## src/rtl/grover_pkg.sv

```systemverilog
// Shared definitions for the Grover amplitude register file: default sizes,
// readout FSM states and signed amplitude range helpers.
package grover_pkg;

  localparam int DEF_N_STATES = 8;
  localparam int DEF_AMP_W    = 8;

  typedef enum logic {
    RD_IDLE,
    RD_STREAM
  } rd_state_t;

  // Most-positive and most-negative values of a w-bit two's-complement amplitude.
  function automatic int amp_max(input int w);
    return (1 << (w - 1)) - 1;
  endfunction

  function automatic int amp_min(input int w);
    return -(1 << (w - 1));
  endfunction

endpackage

```

## src/rtl/grover_amp_negate.sv

```systemverilog
// Combinational AMP_W-bit two's-complement negation. With SAT_EN set the
// most-negative input clamps to the most-positive value; ovf flags that input.
module grover_amp_negate
  import grover_pkg::*;
#(
  parameter int AMP_W  = DEF_AMP_W,
  parameter bit SAT_EN = 1'b0
) (
  input  logic signed [AMP_W-1:0] a,
  output logic signed [AMP_W-1:0] y,
  output logic                    ovf
);

  localparam logic signed [AMP_W-1:0] AMP_MIN = AMP_W'(amp_min(AMP_W));
  localparam logic signed [AMP_W-1:0] AMP_MAX = AMP_W'(amp_max(AMP_W));

  // Only the most-negative value has no positive counterpart.
  assign ovf = (a == AMP_MIN);
  assign y   = (SAT_EN && ovf) ? AMP_MAX : -a;

endmodule

```

## src/rtl/grover_state_regfile.sv

```systemverilog
// Amplitude register file for the Grover model: bulk load, single write,
// oracle phase flip and a valid/ready readout stream.
// Define GROVER_STATE_SAT_EN for a saturating flip with a sticky sat_flag.
module grover_state_regfile
  import grover_pkg::*;
#(
  parameter int N_STATES = DEF_N_STATES,
  parameter int AMP_W    = DEF_AMP_W,
  parameter int IDX_W    = $clog2(N_STATES)
) (
  input  logic                      clk,
  input  logic                      rst,
  input  logic                      load_en,
  input  logic [N_STATES*AMP_W-1:0] load_data,
  input  logic                      wr_en,
  input  logic [IDX_W-1:0]          wr_idx,
  input  logic signed [AMP_W-1:0]   wr_data,
  input  logic                      flip_en,
  input  logic [IDX_W-1:0]          flip_idx,
  output logic [N_STATES*AMP_W-1:0] amp_out,
  input  logic                      rd_start,
  output logic                      rd_valid,
  input  logic                      rd_ready,
  output logic [IDX_W-1:0]          rd_idx,
  output logic signed [AMP_W-1:0]   rd_data,
  output logic                      rd_last,
  output logic                      busy,
  output logic                      sat_flag
);

`ifdef GROVER_STATE_SAT_EN
  localparam bit SAT_EN = 1'b1;
`else
  localparam bit SAT_EN = 1'b0;
`endif

  localparam logic [IDX_W-1:0] LAST_IDX = IDX_W'(N_STATES - 1);

  logic signed [AMP_W-1:0] amp_q [N_STATES];
  logic signed [AMP_W-1:0] neg_val;
  logic                    neg_ovf;
  logic                    flip_act;
  logic                    sat_q;

  grover_amp_negate #(
    .AMP_W  (AMP_W),
    .SAT_EN (SAT_EN)
  ) u_negate (
    .a   (amp_q[flip_idx]),
    .y   (neg_val),
    .ovf (neg_ovf)
  );

  // A write to the same entry in the same cycle takes precedence over the flip.
  assign flip_act = flip_en && !(wr_en && (wr_idx == flip_idx));

  // NOTE: the entries live in flops, not RAM, so the whole array can be cleared by reset.
  always_ff @(posedge clk or posedge rst) begin
    if (rst) begin
      for (int k = 0; k < N_STATES; k++) amp_q[k] <= '0;
    end else if (load_en) begin
      for (int k = 0; k < N_STATES; k++) amp_q[k] <= load_data[k*AMP_W +: AMP_W];
    end else begin
      if (flip_act) amp_q[flip_idx] <= neg_val;
      if (wr_en)    amp_q[wr_idx]   <= wr_data;
    end
  end

  // NOTE: state registers use non-blocking assignments so every flop samples pre-edge values.
  always_ff @(posedge clk or posedge rst) begin
    if (rst)                                      sat_q <= 1'b0;
    else if (load_en)                             sat_q <= 1'b0;
    else if (SAT_EN && flip_act && neg_ovf)       sat_q <= 1'b1;
  end

  assign sat_flag = SAT_EN ? sat_q : 1'b0;

  always_comb begin
    for (int k = 0; k < N_STATES; k++) amp_out[k*AMP_W +: AMP_W] = amp_q[k];
  end

  rd_state_t        state_q, state_d;
  logic             rd_hs;
  logic [IDX_W-1:0] next_idx;

  assign rd_hs    = rd_valid && rd_ready;
  assign next_idx = rd_idx + 1'b1;

  // NOTE: assigning the default first keeps this block free of inferred latches.
  always_comb begin
    state_d = state_q;
    unique case (state_q)
      RD_IDLE:   if (rd_start)                       state_d = RD_STREAM;
      RD_STREAM: if (rd_hs && (rd_idx == LAST_IDX))  state_d = RD_IDLE;
      default:                                       state_d = RD_IDLE;
    endcase
  end

  always_ff @(posedge clk or posedge rst) begin
    if (rst) begin
      state_q  <= RD_IDLE;
      rd_valid <= 1'b0;
      rd_idx   <= '0;
      rd_data  <= '0;
    end else begin
      state_q <= state_d;
      if (state_q == RD_IDLE) begin
        if (rd_start) begin
          rd_valid <= 1'b1;
          rd_idx   <= '0;
          rd_data  <= amp_q[0];
        end
      end else if (rd_hs) begin
        if (rd_idx == LAST_IDX) begin
          rd_valid <= 1'b0;
        end else begin
          rd_idx  <= next_idx;
          rd_data <= amp_q[next_idx];
        end
      end
    end
  end

  assign busy    = (state_q == RD_STREAM);
  assign rd_last = rd_valid && (rd_idx == LAST_IDX);

endmodule

```

## config.mk

```make
export PLATFORM = sky130hd
export DESIGN_NAME = grover_state_regfile
export DESIGN_NICKNAME = d
export VERILOG_FILES = /design/src/rtl/grover_pkg.sv /design/src/rtl/grover_amp_negate.sv /design/src/rtl/grover_state_regfile.sv
export SDC_FILE = /design/constraint.sdc
export NUM_CORES = 1
export LEC_CHECK = 0
export CAP_MARGIN = 10
export CORE_MARGIN = 5
export CORE_UTILIZATION = 53
export CTS_BUF_LIST = sky130_fd_sc_hd__clkbuf_16
export CTS_CLUSTER_SIZE = 10
export DETAILED_ROUTE_END_ITERATION = 10
export PLACE_DENSITY = 0.88
export SKIP_CTS_REPAIR_TIMING = 1
export SLEW_MARGIN = 40
export SYNTH_ARGS = -nofsm -noshare
export SYNTH_HDL_FRONTEND = slang
export SYNTH_HIERARCHICAL = 1
export SYNTH_SLANG_ARGS = --single-unit
export TNS_END_PERCENT = 20
```

## constraint.sdc

```tcl
create_clock -name clk -period 6.8 [get_ports clk]
set_input_delay 1.36 -clock clk [delete_from_list [all_inputs] [get_ports clk]]
set_output_delay 1.36 -clock clk [all_outputs]
set_load 0.05 [all_outputs]
```

Yosys cells after proc, flatten, opt, wreduce, memory -nomap -nowiden
Index checks and enable logic that the tools add are counted.
{"block": "op_classes", "add_sub_neg": 2, "magnitude_cmp": 5, "n_bitwise": 4, "reduce_logical": 11, "muxes": 31, "n_eq_ne": 5}
{"operator": "2-to-1 mux 64 bit", "n": 4}
{"operator": "bitwise mux 64 bit", "n": 2}
{"operator": "2-to-1 mux 8 bit", "n": 10}
{"operator": "binary-select mux 8 bit (select 3 bit)", "n": 2}
{"operator": "demux 8 bit (select 3 bit)", "n": 2}
{"operator": ">= comparator 4 bit (second input constant)", "n": 3}
{"operator": "2-to-1 mux 3 bit", "n": 4}
{"operator": "NOT 3 -> 4 bit", "n": 3}
{"operator": "less-than comparator 4 x 1 -> 1 bit (second input constant)", "n": 2}
{"operator": "negation 8 bit", "n": 1}
{"operator": "logical AND 1 bit", "n": 7}
{"operator": "2-to-1 mux 1 bit", "n": 6}
{"operator": "AND reduction 3 bit", "n": 2}
{"operator": "!= test 2 x 1 -> 1 bit (second input constant)", "n": 2}
{"operator": "adder 3 x 1 -> 3 bit (second input constant)", "n": 1}
{"operator": "== test 3 bit", "n": 1}
{"operator": "== test 3 bit (second input constant)", "n": 1}
{"operator": "!= test 2 bit (second input constant)", "n": 1}
{"operator": "case mux 1 bit (2 select lines)", "n": 1}
{"operator": "nonzero test 2 bit", "n": 1}
{"operator": "zero test 1 bit", "n": 1}
{"operator": "NOT 1 bit", "n": 1}
{"block": "totals", "ff_bits": 77, "word_cells": 70}

Logic depth before layout (Yosys ltp)
{"block": "logic_depth", "word_depth": 11, "ltp_mapped": 13}

By module
Netlist, hierarchy kept.
{"module": "grover_state_regfile", "area_each_um2": 5610.4, "instances": 1, "cells_each": 621, "seq_area_each_um2": 1926.8}
{"module": "grover_amp_negate", "area_each_um2": 146.4, "instances": 1, "cells_each": 19, "seq_area_each_um2": 0.0}

Least setup slack after synthesis
OpenSTA, ideal clock, no wires.
{"block": "synth_path", "kind": "input to register", "start": "input flip_idx[1]", "end": "register amp_q, in the netlist amp_out[60]", "path_slack_ns": 2.656, "t_required_ns": 6.718, "stages": 13, "arrival_ns": 4.062, "path_cell_list": "buf_2 -> clkbuf_1 -> nor2b_1 -> clkbuf_1 -> a221oi_1 -> o22ai_1 -> inv_1 -> ha_1 -> nand2b_1 -> nor2_1 -> xnor2_1 -> or3b_2 -> a31oi_1"}
{"block": "synth_between", "elab_chain_cells": 11}
{"item": "from (decl)", "line": "grover_state_regfile.sv:19", "rtl": "input logic [IDX_W-1:0] flip_idx,"}
{"item": "NOT 3 -> 4 bit (not written as such) *", "line": "grover_state_regfile.sv:49", "rtl": ".a (amp_q[flip_idx]),"}
{"item": "binary-select mux 8 bit (select 3 bit) *", "line": "grover_state_regfile.sv:49"}
{"item": "2-to-1 mux 8 bit (not written as such) * (2 in a row)", "line": "grover_state_regfile.sv:49"}
{"item": "negation 8 bit *", "line": "grover_amp_negate.sv:19", "rtl": "assign y = (SAT_EN && ovf) ? AMP_MAX : -a;"}
{"item": "named net neg_val[4]", "line": "grover_state_regfile.sv:40", "rtl": "logic signed [AMP_W-1:0] neg_val;"}
{"item": "bitwise mux 64 bit *", "line": "grover_state_regfile.sv:64", "rtl": "if (flip_act) amp_q[flip_idx] <= neg_val;"}
{"item": "2-to-1 mux 64 bit *", "line": "grover_state_regfile.sv:64"}
{"item": "2-to-1 mux 64 bit *", "line": "grover_state_regfile.sv:61", "rtl": "end else if (load_en) begin"}
{"item": "bitwise mux 64 bit", "line": "grover_state_regfile.sv:65", "rtl": "if (wr_en) amp_q[wr_idx] <= wr_data;"}
{"item": "2-to-1 mux 64 bit *", "line": "grover_state_regfile.sv:65"}
{"item": "2-to-1 mux 64 bit *", "line": "grover_state_regfile.sv:61"}
{"item": "to (signal, indexed assignment)", "line": "grover_state_regfile.sv:64"}
{"item": "to (signal, indexed assignment)", "line": "grover_state_regfile.sv:65"}
{"item": "to (decl)", "line": "grover_state_regfile.sv:39", "rtl": "logic signed [AMP_W-1:0] amp_q [N_STATES];"}
Mark *: on every way through the listed nets, which the timed path passes. The rest lies on a longest branch. The select of a mux whose other input is x is not followed.
A chain may end at the register's enable or synchronous reset.

Worst setup path in the final report
{"block": "layout_path", "start": "input flip_idx[0]", "end": "register amp_q, in the netlist amp_out[61]"}
The elaborated chain is that of the path after synthesis.

==> results.json <==
{
  "io_buffers": 162,
  "syn-cell-area_sq_um": 5750,
  "end_kind": "register",
  "drt_drc_violations_left": 0,
  "hold_viol": 0,
  "hold_path_class": "reg -> reg",
  "finalSetupViolations": 0,
  "crit_required_ps": 7060,
  "final.fill_count": 806,
  "grt_antenna_before_repair": 0,
  "drive_above_1_share": 0.109,
  "cp_max_fo": 15,
  "cap_violations": 0,
  "first_global_vias": 6577,
  "period_minus_slack_ps": 4910,
  "synth_fp_nets": 727,
  "netlist_instances": 639,
  "cts_buffers": 9,
  "start_util": 0.535,
  "core_area_sq_um": 10700,
  "met2_usage": 0.602,
  "grt_pass1_wl_um": 38500,
  "num_io_pins": 164,
  "ir_drop_mv": 0.246,
  "firstDrtPassIters": 6,
  "gp_congestion": 0.955,
  "finalPower_w": 0.00233,
  "status": "finished, final reports clean",
  "antenna_left": 0,
  "dieArea_sq_um": 13000,
  "dp_hpwl_um": 18100,
  "cts_tree": "built",
  "power.density_nw_per_um2": 303,
  "grt.busiest_layer": "met2",
  "grt_max_degree": 78,
  "grt_overflow": 0,
  "die_h_um": 114,
  "setup_tns_ps": 0,
  "routed_via_density": 7.32,
  "fmax_mhz": 204,
  "drt-initial-drc-count": 953,
  "rows": 38,
  "drv_slew": 0,
  "insertion_delay_ps": 350,
  "n_antenna_cell": 0,
  "fin_nets": 857,
  "synth.avg_cell_area_sq_um": 8.99,
  "syn2layout_area_growth_pct": 34.1,
  "die_x_um": 114,
  "htree_levels": 3,
  "wl_per_cell_um": 27.5,
  "grt_use_met3": 0.0973,
  "path_clk_slew_ps": 60,
  "grt_use_total": 0.390,
  "fin_skew_ps": 10.2,
  "worst_pin_slew_ps": 834,
  "wirelength_um": 25200,
  "fin_crit_sh": 0.722,
  "worstPathArrival_ps": 5170,
  "maxSlewHeadroom": 0.444,
  "cts_sinks": 77,
  "num_vias": 6688,
  "clockBufferDepth": 2,
  "cts_root_buffer": "clkbuf_16",
  "yosys_warnings": 6,
  "met1_usage": 0.502,
  "critPathLaunchType": "input pin",
  "leakage_nw": 2.78,
  "critical_path_class": "in -> reg",
  "rsz0062_at_grt": "no"
}
[registers in the layout, summed over array words and instances, names as in the netlist]
signal    cells
amp_out      64
rd_data       8
rd_idx        3
rd_valid      1
busy          1
[per-layer routing]
layer	share of wire	up-vias	routed length (um)
met5	0	-	0
met4	0.061	0	1530
met3	0.13	114	3320
met2	0.45	602	11400
met1	0.36	3197	8940
li1	-	2775	-
[worst paths after layout]
path                            cells past startpoint  slack (ps)        start          end
worst max-delay path                               11        1890  flip_idx[0]  amp_out[61]
worst min-delay path                                2         530   rd_data[1]   rd_data[1]
worst max register to register                      9        3610   amp_out[2]  amp_out[61]
worst min register to register                      2         530   rd_data[1]   rd_data[1]
max in group asynchronous                           3        4730          rst  amp_out[49]
min in group asynchronous                           3        1540          rst   amp_out[3]
[through the flow]
step                      hold WS (ps)  std cells  worst slack, ps  utilization  cell area, sq um
after floorplan                    784        639             2670            -              5750
after global placement             504        898             1540        0.687              7390
after detailed placement           519        898             1540        0.689              7410
after CTS                          531        914             1900        0.716              7690
after global routing               555        914             1730        0.717              7710
final                              534        914             1890        0.717              7710
[area by class of cell]
type	instances	area, sq um	area share
multi-input cells	498	3570	0.463
flip-flops and latches	77	1930	0.250
repair buffers	175	1720	0.223
clock buffers	9	225	0.0292
well taps	140	175	0.0227
clock inverters	7	58.8	0.00763
inverters	8	32.5	0.00422
[cell usage in the layout, fill, tap and decap left out, types with 3 or more instances in the layout]
master,instances
nor2b_1,10
a41oi_2,3
a221oi_1,11
buf_4,12
mux2_2,6
a211oi_1,6
a21oi_1,102
nand2_1,27
clkbuf_16,9
clkdlybuf4s50_1,161
xnor2_2,3
inv_1,8
nand2b_1,5
dfrtp_1,77
nand4_1,18
or3b_1,9
a31oi_1,33
mux4_2,16
nor2_1,23
o21ai_0,35
nand3_1,10
and2_1,3
o221ai_1,9
a22oi_1,4
or2_2,9
xnor2_1,4
nor3_2,3
or3b_2,7
o22ai_1,70
mux2i_1,51
[critical path, cell delays in order]
cell and delay [ps]:
clkdlybuf4s50_1 880, buf_4 280, mux2_2 340, a221oi_1 230, o221ai_1 250, nor3_2 300, nand2_1 100, xor2_1 560
buf_4 240, or3b_2 430, a31oi_1 200
[where the power goes]
| part | switching (W) | total, W | internal, W | leakage, nW |
|---|---|---|---|---|
| logic | 0.000698 | 0.00116 | 0.000465 | 1.71 |
| registers | 0.000150 | 0.000694 | 0.000544 | 0.917 |
| clock network | 0.000197 | 0.000476 | 0.000279 | 0.145 |
| total | 0.00104 | 0.00233 | 0.00129 | 2.78 |
(Power assumes the default switching activity.)
